<file path="config.mk">
export PLATFORM = sky130hd
export DESIGN_NAME = ph_update_scheduler
export DESIGN_NICKNAME = d
export VERILOG_FILES = /design/src/rtl/ph_update_scheduler.sv
export SDC_FILE = /design/constraint.sdc
export NUM_CORES = 1
export LEC_CHECK = 0
export ABC_AREA = 1
export CAP_MARGIN = 5
export CELL_PAD_IN_SITES_DETAIL_PLACEMENT = 0
export CELL_PAD_IN_SITES_GLOBAL_PLACEMENT = 1
export CORE_AREA = 10 10 115 117
export DETAILED_ROUTE_END_ITERATION = 10
export DIE_AREA = 0 0 125 127
export HOLD_SLACK_MARGIN = 0.15
export PLACE_DENSITY_LB_ADDON = 0.25
export SETUP_SLACK_MARGIN = 0.02
export SLEW_MARGIN = 20
export SYNTH_ARGS = -nofsm -noshare
export SYNTH_HDL_FRONTEND = slang
export SYNTH_SLANG_ARGS = --single-unit
</file>
<file path="constraint.sdc">
create_clock -name clk -period 4.95 [get_ports clk]
set_clock_uncertainty 0.15 [all_clocks]
set_input_delay 0.7425 -clock clk [delete_from_list [all_inputs] [get_ports clk]]
set_output_delay 0.7425 -clock clk [all_outputs]
set_load 0.05 [all_outputs]
</file>
<file path="src/rtl/ph_update_scheduler.sv">
// ph_update_scheduler
//   Sequences every write into the per-router ACO pheromone table, which takes
//   one command per cycle. Backward-ant updates from N input ports are held in
//   one slot per port and granted round-robin. A periodic evaporation sweep
//   (one command per destination row) is interleaved at command boundaries.
//
// Ports
//   clk, reset_n        clock, asynchronous active-low reset
//   i_upd_valid[i]      port i offers an update (dest, amount)
//   i_upd_dest[i]       destination row of the ant
//   i_upd_amount[i]     pheromone increment (0 = accepted and dropped)
//   o_upd_ready[i]      port i holding slot is free
//   o_cmd_valid         table command valid (registered)
//   i_cmd_ready         table accepts the command this cycle
//   o_cmd_evap          1 = evaporate o_cmd_row, 0 = update
//   o_cmd_row           target row
//   o_cmd_port          requesting port (0 for evaporation)
//   o_cmd_amount        increment, passed through (0 for evaporation)
//   o_busy              scheduler is not idle

// One holding slot per input port.
module ph_upd_slot #(
    parameter int RW    = 4,
    parameter int AMT_W = 3
) (
    input  logic             clk,
    input  logic             reset_n,
    input  logic             in_valid,
    input  logic [RW-1:0]    in_dest,
    input  logic [AMT_W-1:0] in_amount,
    input  logic             clr,
    output logic             pending,
    output logic [RW-1:0]    dest,
    output logic [AMT_W-1:0] amount
);

    always_ff @(posedge clk or negedge reset_n) begin
        if (!reset_n) begin
            pending <= 1'b0;
            dest    <= '0;
            amount  <= '0;
        end else if (clr) begin
            pending <= 1'b0;
        end else if (in_valid && !pending) begin
            // A zero-amount ant is taken off the port but has nothing to write.
            if (in_amount != '0) begin
                pending <= 1'b1;
                dest    <= in_dest;
                amount  <= in_amount;
            end
        end
    end

endmodule

module ph_update_scheduler #(
    parameter int N           = 5,
    parameter int NODES       = 16,
    parameter int AMT_W       = 3,
    parameter int EVAP_PERIOD = 256
) (
    input  logic                                  clk,
    input  logic                                  reset_n,
    input  logic [0:N-1]                          i_upd_valid,
    input  logic [0:N-1][$clog2(NODES)-1:0]       i_upd_dest,
    input  logic [0:N-1][AMT_W-1:0]               i_upd_amount,
    output logic [0:N-1]                          o_upd_ready,
    output logic                                  o_cmd_valid,
    input  logic                                  i_cmd_ready,
    output logic                                  o_cmd_evap,
    output logic [$clog2(NODES)-1:0]              o_cmd_row,
    output logic [$clog2(N)-1:0]                  o_cmd_port,
    output logic [AMT_W-1:0]                      o_cmd_amount,
    output logic                                  o_busy
);

    localparam int RW = $clog2(NODES);
    localparam int PW = $clog2(N);
    localparam int TW = $clog2(EVAP_PERIOD);

    typedef enum logic [1:0] {S_IDLE, S_UPD, S_EVAP} state_t;

    state_t                      state_q, state_d;
    logic [N-1:0]                pend;
    logic [N-1:0]                slot_clr;
    logic [N-1:0][RW-1:0]        slot_dest;
    logic [N-1:0][AMT_W-1:0]     slot_amt;
    logic [PW-1:0]               rr_ptr;
    logic [PW-1:0]               gnt_idx;
    logic                        any_pend;
    logic [TW-1:0]               evap_cnt;
    logic                        evap_wrap;
    logic                        evap_req;
    logic                        evap_clr;
    logic                        take;
    logic                        done;
    logic                        vld_d, evap_d;
    logic [RW-1:0]               row_d;
    logic [PW-1:0]               port_d;
    logic [AMT_W-1:0]            amt_d;

    // Per-port slots
    for (genvar i = 0; i < N; i++) begin : g_slot
        ph_upd_slot #(.RW(RW), .AMT_W(AMT_W)) u_slot (
            .clk       (clk),
            .reset_n   (reset_n),
            .in_valid  (i_upd_valid[i]),
            .in_dest   (i_upd_dest[i]),
            .in_amount (i_upd_amount[i]),
            .clr       (slot_clr[i]),
            .pending   (pend[i]),
            .dest      (slot_dest[i]),
            .amount    (slot_amt[i])
        );
        assign o_upd_ready[i] = ~pend[i];
        assign slot_clr[i]    = take && (gnt_idx == PW'(i));
    end

    // Round-robin pick: first pending port at or after rr_ptr, wrapping.
    always_comb begin : p_gnt
        int idx;
        any_pend = 1'b0;
        gnt_idx  = '0;
        idx      = 0;
        for (int k = 0; k < N; k++) begin
            idx = int'(rr_ptr) + k;
            if (idx >= N) idx = idx - N;
            if (!any_pend && pend[idx]) begin
                any_pend = 1'b1;
                gnt_idx  = PW'(idx);
            end
        end
    end

    assign done   = o_cmd_valid & i_cmd_ready;
    assign o_busy = (state_q != S_IDLE);

    // Next-state and next command register contents
    always_comb begin
        state_d  = state_q;
        vld_d    = o_cmd_valid;
        evap_d   = o_cmd_evap;
        row_d    = o_cmd_row;
        port_d   = o_cmd_port;
        amt_d    = o_cmd_amount;
        take     = 1'b0;
        evap_clr = 1'b0;
        case (state_q)
            S_IDLE, S_UPD: begin
                // Decision point: idle, or the outstanding update just completed.
                if (state_q == S_IDLE || done) begin
                    if (evap_req) begin
                        vld_d   = 1'b1;
                        evap_d  = 1'b1;
                        row_d   = '0;
                        port_d  = '0;
                        amt_d   = '0;
                        state_d = S_EVAP;
                    end else if (any_pend) begin
                        vld_d   = 1'b1;
                        evap_d  = 1'b0;
                        row_d   = slot_dest[gnt_idx];
                        port_d  = gnt_idx;
                        amt_d   = slot_amt[gnt_idx];
                        take    = 1'b1;
                        state_d = S_UPD;
                    end else begin
                        vld_d   = 1'b0;
                        state_d = S_IDLE;
                    end
                end
            end
            S_EVAP: begin
                if (done) begin
                    if (o_cmd_row != RW'(NODES - 1)) begin
                        row_d = o_cmd_row + RW'(1);
                    end else begin
                        // Sweep finished; always leave one idle cycle.
                        evap_clr = 1'b1;
                        vld_d    = 1'b0;
                        state_d  = S_IDLE;
                    end
                end
            end
            default: begin
                vld_d   = 1'b0;
                state_d = S_IDLE;
            end
        endcase
    end

    always_ff @(posedge clk or negedge reset_n) begin
        if (!reset_n) begin
            state_q      <= S_IDLE;
            o_cmd_valid  <= 1'b0;
            o_cmd_evap   <= 1'b0;
            o_cmd_row    <= '0;
            o_cmd_port   <= '0;
            o_cmd_amount <= '0;
            rr_ptr       <= '0;
        end else begin
            state_q      <= state_d;
            o_cmd_valid  <= vld_d;
            o_cmd_evap   <= evap_d;
            o_cmd_row    <= row_d;
            o_cmd_port   <= port_d;
            o_cmd_amount <= amt_d;
            if (take) rr_ptr <= (gnt_idx == PW'(N - 1)) ? '0 : gnt_idx + PW'(1);
        end
    end

    // Evaporation timer. A wrap landing while a sweep is requested or running
    // is dropped rather than queued.
    assign evap_wrap = (evap_cnt == TW'(EVAP_PERIOD - 1));

    always_ff @(posedge clk or negedge reset_n) begin
        if (!reset_n) begin
            evap_cnt <= '0;
            evap_req <= 1'b0;
        end else begin
            evap_cnt <= evap_wrap ? '0 : evap_cnt + TW'(1);
            if (evap_clr)
                evap_req <= 1'b0;
            else if (evap_wrap && state_q != S_EVAP)
                evap_req <= 1'b1;
        end
    end

endmodule

</file>
==> impl_metrics.json <==
{
  "via_per_inst": 4.94,
  "yosysTopAreaCellShare_pct": 38.5,
  "areaGrowthSynthToFinish_pct": 25.4,
  "wire_per_inst_um": 15.1,
  "synthCells": 565,
  "place_inst": 763,
  "nFillCells": 1140,
  "period_minus_slack_ps": 4210,
  "fin_cells": 779,
  "synth-compound-area-share_pct": 10.4,
  "synth_fp_nets": 624,
  "end_kind": "register",
  "synthMuxAreaShare_pct": 3.59,
  "grtUsageTotal_pct": 14.9,
  "place_congestion": 0.882,
  "start_kind": "register",
  "fp.dieW_um": 125,
  "status": "finished, final reports clean",
  "crit_start": "rr_ptr[1]$_DFFE_PN0N_",
  "cts_max_level": 3,
  "post-route-drc-count": 0,
  "synth_xor_area_share_pct": 1.02,
  "async_reset_ff_share_pct": 100,
  "synth_fa_ha_area_share_pct": 4.67,
  "ant_nets": 0,
  "critPathKind": "reg2reg",
  "initial_core_util_pct": 38.5,
  "hold_viol_final": 0,
  "grt_pass1_vias": 3926,
  "cap_viol_max_count": 0,
  "cp.required_ps": 5010,
  "rsz0062_at_grt": "no",
  "globalRouteOverflowTotal": 0,
  "synth_top_family_by_area": "simple AND/OR/NAND/NOR gates",
  "setup_viol": 0,
  "grt_max_degree": 43,
  "drv_slew": 0,
  "synthTopCellsByArea": "dfrtp_1, nand2_1, inv_1, nand3_1, ha_1",
  "insertion_delay_ps": 330,
  "synth-seq-cells": 66,
  "worst-path-max-fanout": 12,
  "layout.nets": 690,
  "core_mm2": 0.0111,
  "ys_top_cells_by_count": "nand2_1, inv_1, dfrtp_1",
  "cp_slowest_stage_delay_ps": 560,
  "die_area_mm2": 0.0159,
  "holdBufCountCts": 0,
  "worst_pin_slew_ps": 760,
  "fmax_mhz": 238,
  "synth-simple-area-share_pct": 32.7,
  "crit_slowest_cell": "ha_1",
  "layout-drive-gt1-share_pct": 12.6,
  "diodes": 0,
  "cts_resized": 0,
  "rows": 39,
  "synthFlopType": "dfrtp_1",
  "post-route-util_pct": 48.3,
  "wl_mm": 11.8,
  "die-height_um": 127,
  "cts_buffers": 9,
  "antenna_found_initial": 0,
  "cts_tree": "built",
  "r2r-start": "rr_ptr[1]$_DFFE_PN0N_",
  "grt_pass1_wl_mm": 19.6,
  "dr.pass1.iters": 4,
  "synth_edf_count": 0,
  "drt_first_iter_violations": 233,
  "hpwl_mm": 9.35,
  "vias": 3851,
  "cts.clk_slew.worst_paths_ps": 60,
  "hold_class": "in2async",
  "tns_ps": 0,
  "syn-cell-area_mm2": 0.00429,
  "yosysTopAreaCell": "dfrtp_1",
  "clk_path_buf_depth": 2,
  "synth_area_per_cell_um2": 7.59,
  "cts-root-buf": "clkbuf_16",
  "max-slew-margin-rel_pct": 49.2,
  "arrival_ps": 4270,
  "seq_area_frac_synth_pct": 38.5,
  "yosysWarnings": 0,
  "crit_chain": "inv_1 > ha_1 > inv_2 > nand3_1 > nand2_2 > nand2_1 > nand2_2 > nand2_1 > nand3_1 > nand3_2 > nand3_2 > nor2_4 > nand4_2 > nand3_2 > nand2_1 > inv_1 > ha_1 > nand2_4 > nand2_2 > mux2_2",
  "io_pins": 61,
  "yosysMostFrequentCell": "nand2_1",
  "clock-sinks": 66,
  "io_buffers": 60,
  "synthDistinctLibCells": 41,
  "post-cts-setup-buffers": 0,
  "finalCritPeriodShare_pct": 85.0
}
final cells by class:
| cell class | instances | area (µm²) | area share (%) |
|---|---|---|---|
| Clock inverter | 6 | 113 | 2.09 |
| Clock buffer | 10 | 239 | 4.45 |
| Multi-Input combinational cell | 407 | 2250 | 41.9 |
| Tap cell | 143 | 179 | 3.33 |
| Inverter | 82 | 310 | 5.77 |
| Sequential cell | 66 | 1650 | 30.7 |
| Timing Repair Buffer | 65 | 633 | 11.8 |
per-stage QoR:
stage | cell area, µm² | hold WS (ps) | setup WS (ps)
floorplan | 4290 | 282 | 1350
global placement | 5020 | 299 | 883
detailed placement | 5020 | 307 | 764
CTS | 5380 | 261 | 760
global route | 5380 | 292 | 319
finish | 5380 | 253 | 741
cell usage in the layout (no fill, tap or decap), types with 11 or more instances in the layout:
master           count
inv_1               75
clkdlybuf4s50_1     59
ha_1                16
o21ai_0             36
nand3_1             50
nand2_1            160
a21oi_1             18
nor2_1              26
dfrtp_1             66
nand4_1             17
mux2_2              11
final timing paths:
check | to | slack [ps] | cells after the start
min | o_cmd_valid$_DFFE_PN0P_ | 250 | 1
max | g_slot[3].u_slot.amount[0]$_DFFE_PN0P_ | 740 | 20
min in group clk | evap_cnt[0]$_DFF_PN0_ | 310 | 1
max reg2reg | g_slot[3].u_slot.amount[0]$_DFFE_PN0P_ | 740 | 20
max in group asynchronous | g_slot[1].u_slot.amount[2]$_DFFE_PN0P_ | 3440 | 2
min reg2reg | evap_cnt[0]$_DFF_PN0_ | 310 | 1
cells by family (layout without fill, tap and decap cells):
logic type / after synthesis / count (layout)
xor gates and xnor gates: 5 / 5
adders and majority gates: 16 / 16
muxes: 13 / 13
and+or+nand+nor: 295 / 295
buffers and inverters: 92 / 163
AOI/OAI and AO/OA: 78 / 78
DFF: 66 / 66
sequential cells by signal, indices dropped and copies added, names as in the netlist:
signal	cells
o_cmd_port	3
evap_cnt	8
o_cmd_amount	3
evap_req	1
state_q	2
o_cmd_evap	1
o_cmd_row	4
g_slot.u_slot.pending	5
rr_ptr	3
o_cmd_valid	1
g_slot.u_slot.dest	20
g_slot.u_slot.amount	15
per-layer routing:
metal | vias up | global-route usage, % | wire (µm) | share of wire (%)
met5 | - | 0 | 0 | 0
met4 | 0 | 5.15 | 212 | 1.8
met3 | 14 | 3.52 | 414 | 3.5
met2 | 87 | 23.8 | 5430 | 46
met1 | 1779 | 19.2 | 5730 | 49
li1 | 1971 | - | - | -
critical path, delay by kind of cell, from the launching register on:
family	cells	cell delay (ps)
and+or+nand+nor	14	1860
adders and majority gates	2	740
DFF	1	500
buffers and inverters	3	480
muxes	1	360
Power is left out: the tool's default activity adds up to more than one toggle a clock period on the data nets, which glitch-free logic cannot reach.
